### src/rtl/regfile_pkg.sv
// regfile_pkg: shared widths, dump FSM states and well-known register indices
package regfile_pkg;
   localparam int RF_ADDRESS_WIDTH = 5;
   localparam int RF_DATA_WIDTH    = 32;
   localparam logic [RF_ADDRESS_WIDTH-1:0] A0_ADDR = 5'd10;
   typedef enum logic [1:0] {IDLE, READ, SEND, DONE} dump_state_t;
endpackage

### src/rtl/regfile_dump_if.sv
// regfile_dump_if: valid/ready stream of (index, data) beats from the dumper
interface regfile_dump_if import regfile_pkg::*; #(
   parameter int ADDRESS_WIDTH = RF_ADDRESS_WIDTH,
   parameter int DATA_WIDTH    = RF_DATA_WIDTH
);
   logic                     valid;
   logic                     ready;
   logic [ADDRESS_WIDTH-1:0] addr;
   logic [DATA_WIDTH-1:0]    data;
   modport master (output valid, addr, data, input ready);
   modport slave  (input valid, addr, data, output ready);
endinterface

### src/rtl/regfile_dump.sv
// regfile_dump: sweeps a regfile index range through one read port and streams each value out
module regfile_dump import regfile_pkg::*; #(
   parameter int ADDRESS_WIDTH = RF_ADDRESS_WIDTH,
   parameter int DATA_WIDTH    = RF_DATA_WIDTH
) (
   input  logic                     clk,
   input  logic                     rst,
   input  logic                     start,
   input  logic [ADDRESS_WIDTH-1:0] first_addr,
   input  logic [ADDRESS_WIDTH-1:0] last_addr,
   output logic [ADDRESS_WIDTH-1:0] rf_addr,
   input  logic [DATA_WIDTH-1:0]    rf_data,
   regfile_dump_if.master           dump,
   output logic                     busy,
   output logic                     done
);
   dump_state_t              state, state_n;
   logic [ADDRESS_WIDTH-1:0] last_q;
   logic                     hs;
   assign hs   = dump.valid && dump.ready;
   assign busy = state != IDLE;
   assign done = state == DONE;
   always_comb begin
      state_n = state;
      case (state)
         IDLE: state_n = start ? READ : IDLE;
         READ: state_n = SEND;
         SEND: state_n = hs ? ((rf_addr == last_q) ? DONE : READ) : SEND;
         DONE: state_n = IDLE;
      endcase
   end
   // rf_addr doubles as the sweep counter; it wraps naturally at 2**ADDRESS_WIDTH
   always_ff @(posedge clk) begin
      if (rst) begin
         state      <= IDLE;
         rf_addr    <= '0;
         last_q     <= '0;
         dump.valid <= 1'b0;
         dump.addr  <= '0;
         dump.data  <= '0;
      end else begin
         state <= state_n;
         if (state == IDLE && start) begin
            rf_addr <= first_addr;
            last_q  <= last_addr;
         end
         if (state == READ) begin
            dump.valid <= 1'b1;
            dump.addr  <= rf_addr;
            dump.data  <= rf_data;
         end
         if (state == SEND && hs) begin
            dump.valid <= 1'b0;
            if (rf_addr != last_q) rf_addr <= rf_addr + 1'b1;
         end
      end
   end
endmodule
### src/flat_wrapper.sv
// flat-port wrapper written by rule: the top's interface ports become plain ports
module regfile_dump_flat import regfile_pkg::*;
#(
   parameter int ADDRESS_WIDTH = RF_ADDRESS_WIDTH,
   parameter int DATA_WIDTH    = RF_DATA_WIDTH
)
  (clk, rst, start, first_addr, last_addr, rf_addr, rf_data, busy, done, dump_valid, dump_addr, dump_data, dump_ready);
  regfile_dump_if #(.ADDRESS_WIDTH(ADDRESS_WIDTH), .DATA_WIDTH(DATA_WIDTH)) dump_i ();
  input  logic clk;
  input  logic rst;
  input  logic start;
  input  logic [ADDRESS_WIDTH-1:0] first_addr;
  input  logic [ADDRESS_WIDTH-1:0] last_addr;
  output logic [ADDRESS_WIDTH-1:0] rf_addr;
  input  logic [DATA_WIDTH-1:0] rf_data;
  output logic busy;
  output logic done;
  output wire logic [$bits(dump_i.valid)-1:0] dump_valid;
  output wire logic [$bits(dump_i.addr)-1:0] dump_addr;
  output wire logic [$bits(dump_i.data)-1:0] dump_data;
  input wire logic [$bits(dump_i.ready)-1:0] dump_ready;
  assign dump_valid = dump_i.valid;
  assign dump_addr = dump_i.addr;
  assign dump_data = dump_i.data;
  assign dump_i.ready = dump_ready;
  regfile_dump #(.ADDRESS_WIDTH(ADDRESS_WIDTH), .DATA_WIDTH(DATA_WIDTH)) u_core (.clk(clk), .rst(rst), .start(start), .first_addr(first_addr), .last_addr(last_addr), .rf_addr(rf_addr), .rf_data(rf_data), .dump(dump_i), .busy(busy), .done(done));
endmodule
### config.mk
export PLATFORM = sky130hd
export DESIGN_NAME = regfile_dump_flat
export DESIGN_NICKNAME = d
export VERILOG_FILES = /design/src/rtl/regfile_pkg.sv /design/src/rtl/regfile_dump_if.sv /design/src/rtl/regfile_dump.sv /design/src/flat_wrapper.sv
export SDC_FILE = /design/constraint.sdc
export NUM_CORES = 1
export LEC_CHECK = 0
export ABC_AREA = 0
export ABC_CLOCK_PERIOD_IN_PS = 1950
export CORE_MARGIN = 10
export CORE_UTILIZATION = 40
export DETAILED_ROUTE_END_ITERATION = 16
export GPL_TIMING_DRIVEN = 0
export PLACE_DENSITY = 0.81
export SETUP_SLACK_MARGIN = 0.5
export SYNTH_ARGS = -nofsm -noshare
export SYNTH_HDL_FRONTEND = slang
export SYNTH_SLANG_ARGS = --single-unit
### constraint.sdc
create_clock -name clk -period 1.95 [get_ports clk]
set_clock_uncertainty 0.05 [all_clocks]
set_input_delay 0.39 -clock clk [delete_from_list [all_inputs] [get_ports clk]]
set_output_delay 0.39 -clock clk [all_outputs]
set_load 0.05 [all_outputs]
==> summary.md <==
| Metric | Value |
|---|---|
| FMAX | `661 MHz` |
| Number of I/O port buffers | `89` |
| Routed wire length per instance | `14.4 um` |
| Count of mapped cells out of synthesis | `241` |
| Most instantiated cells after synthesis | `nand2_1, dfxtp_1, a21oi_1` |
| Starting Density | `40.9%` |
| Smallest hold slack | `0.402 ns` |
| Worst vdd ir | `0.000467 V` |
| Final hold vios | `0` |
| Clock tree from TritonCTS | `yes` |
| Vias in the first global route | `1899` |
| Post-synthesis sequential area ratio | `52.5%` |
| Startpoint class of the critical path | `register` |
| Final weighted congestion in routability-driven placement | `0.784` |
| Launch instance of the worst min-delay path | `u_core.dump.data[0]$_SDFFE_PP0N_` |
| First-pass detailed-route iteration total | `4` |
| Number of clock sinks seen by CTS | `50` |
| RR Endpoint | `u_core.rf_addr[4]$_SDFF_PP0_` |
| Number of max-cap violations | `0` |
| Hold Path Depth | `2` |
| Std-Cell Rows | `25` |
| Relative slew margins | `60.2%` |
| Post-Syn Nets | `288` |
| Number of storage elements in the synthesis netlist | `50` |
| Most area-consuming cells after synthesis | `dfxtp_1, nand2_1, a21oi_1, xor2_1, clkbuf_1` |
| Setup repair after global routing missed its margin | `yes` |
| Layout overhead on the synthesized area | `55.3%` |
| Width of the chip | `89.1 um` |
| Max-slew violation count | `0` |
| Via total after detailed routing | `1932` |
| Largest net degree at the start of global routing | `15` |
| Number of distinct library cells after synthesis | `25` |
| Gr ovfl total | `0` |
| Worst Tran Pin Value | `0.597 ns` |
| Run status | `finished, final reports clean` |
| Number of CTS-inserted buffers | `5` |
| Floorplan core area | `4660 sq um` |
| Iteration-0 DRC Markers | `79` |
| Number of H-tree branching levels | `2` |
| Number of antenna diodes | `0` |
| Type of destination of the critical path | `register` |
| Number of synthesis warnings | `0` |
| Number of enable-type register cells in the synthesized netlist | `0` |
| Maximum fanout along the worst path | `5` |
| Hold WC Path Type | `register to register` |
| Length in cells of the worst reg-to-reg path | `7` |
| Top-level I/O count | `91` |
| Worst-skew pair later-pin latency | `0.30 ns` |
| Dominant cell type by area after synthesis | `dfxtp_1` |
| Post-Route Setup TNS | `0 ns` |
| DP HPWL | `4.31 mm` |
| Register-to-register setup slack | `0.44 ns` |
| Final setup violation count | `0` |
| Final clock period utilization by the worst path | `77.6%` |
| Global-route wire length before repair | `9.04 mm` |
| Type of the worst setup path | `register to register` |
| GRT Util Overall | `14.5%` |
| Main flop type after synthesis | `dfxtp_1` |
| Vert. Die Dim | `89.1 um` |
| Required time at the worst-slack endpoint | `2.06 ns` |
| Data arrival time of the critical path | `1.62 ns` |
| Number of antenna violations at the first check in global routing | `0` |
| PD cells | `777 nW/um^2` |
| Layout net count | `394` |
| Cell with the most instances after synthesis | `nand2_1` |
| Leakage power | `1.24 nW` |
| Clock-pin slew on the worst setup and hold paths | `0.08 ns` |
| Share of flip-flops with an asynchronous set or reset after synthesis | `0%` |
| Detailed-route wire length | `5.79 mm` |
| Die Area | `7930 sq um` |
| Worst hold endpoint | `u_core.dump.data[0]$_SDFFE_PP0N_` |
| Post-synthesis area per instance | `7.92 sq um` |
| Number of filler cells placed in the layout | `440` |
| Worst reg2reg path startpoint | `u_core.rf_addr[1]$_SDFF_PP0_` |
| Routed vias/inst | `4.81` |
| Post-DRT Antenna Nets | `0` |
| Root cell of the clock tree | `clkbuf_8` |
| Post-synthesis cell area | `1910 sq um` |
| Clock Path Buffers | `2` |
| DRC viols | `0` |
| Share of final-layout standard cells stronger than drive strength 1 | `28.2%` |
| Minimum clock period after layout | `1.51 ns` |
| Proportion of netlist area held by the largest area contributor | `52.5%` |
[where the power goes]
group | internal, mW | switching, mW | total [mW]
Clock | 0.287 | 0.322 | 0.609
Combinational | 0.219 | 0.353 | 0.572
Sequential | 1.08 | 0.0438 | 1.12
Total | 1.58 | 0.720 | 2.30
[how the worst max path moves through the flow]
stage / to / start
2_1_floorplan: u_core.rf_addr[3]$_SDFF_PP0_ / u_core.rf_addr[1]$_SDFF_PP0_
3_3_place_gp: u_core.rf_addr[1]$_SDFF_PP0_ / start
3_5_place_dp: u_core.rf_addr[1]$_SDFF_PP0_ / start
4_1_cts: done / u_core.state[1]$_SDFF_PP0_
5_1_grt: u_core.rf_addr[4]$_SDFF_PP0_ / u_core.rf_addr[1]$_SDFF_PP0_
6_report: u_core.rf_addr[4]$_SDFF_PP0_ / u_core.rf_addr[1]$_SDFF_PP0_
[timing repair]
action / CTS / global route
cloned: 1 / 0
buffers inserted: 6 / 3
endpoints found under the setup margin: 83 / 44
pin swaps: 9 / 9
hold buffers: 0 / 0
gates resized for setup: 231 / 35
[flip-flops by register name, summed over array words and instances, names as in the netlist]
signal and flops:
u_core.last_q 5, u_core.dump.data 32, u_core.dump.valid 1, u_core.dump.addr 5, u_core.rf_addr 5, u_core.state 2
[logic make-up (layout without fill, tap and decap cells)]
family,after synthesis,in the layout,share of synthesized area (%)
AO/OA/AOI/OAI,57,57,16.9
adder cells (fa/ha/maj),1,1,0.656
buffers and inverters,18,125,4.26
flip-flops,50,50,52.5
XOR/XNOR,5,5,2.29
AND/OR/NAND/NOR,110,110,23.4
[per-stage QoR]
stage	setup WS (ns)	utilization (%)	cells	power [mW]	area (sq um)
3_3_place_gp	0.0703	62.2	384	1.70	2900
2_1_floorplan	0.488	-	241	1.47	1940
4_1_cts	0.415	63.3	399	2.32	2950
6_report	0.437	63.6	402	2.30	2960
5_1_grt	0.292	63.6	402	2.41	2960
3_5_place_dp	0.0419	62.2	384	1.71	2900
[placed cells by master, fill, tap and decap left out, types with 3 or more instances in the layout]
| cell type | Yosys | final |
|---|---|---|
| nand2_1 | 91 | 91 |
| a21oi_1 | 46 | 45 |
| clkdlybuf4s50_1 | 0 | 44 |
| buf_2 | 5 | 43 |
| dfxtp_1 | 50 | 40 |
| buf_4 | 0 | 11 |
| clkbuf_1 | 10 | 8 |
| dfxtp_4 | 0 | 7 |
| clkbuf_8 | 0 | 6 |
| nor2_1 | 6 | 5 |
| clkbuf_4 | 0 | 4 |
| buf_6 | 1 | 4 |
| xor2_2 | 0 | 3 |
| dfxtp_2 | 0 | 3 |
[cell type report]
type	count	area (sq um)	share of cell area, %
Multi-Input combinational cell	173	916	30.9
Tap cell	54	67.6	2.28
Timing Repair Buffer	99	762	25.7
Clock inverter	1	5.00	0.169
Sequential cell	50	1030	34.8
Clock buffer	7	86.3	2.91
Buffer	16	87.6	2.96
Inverter	2	7.51	0.253
[worst max-delay path, stage by stage, from the launching register on]
cell	delay, ns
dfxtp_4	0.37
xor2_2	0.14
nor3_2	0.17
buf_4	0.15
a21oi_4	0.07
buf_6	0.14
a32oi_2	0.19
a31oi_1	0.09
[routing by layer]
metal	part of all wire, %	GRT usage, %	up-vias
met1	42	16.5	865
li1	-	-	997
met4	0.78	4.48	0
met2	47	23.9	64
met3	10	6.38	6
met5	0	0	-
(Power assumes the default switching activity.)
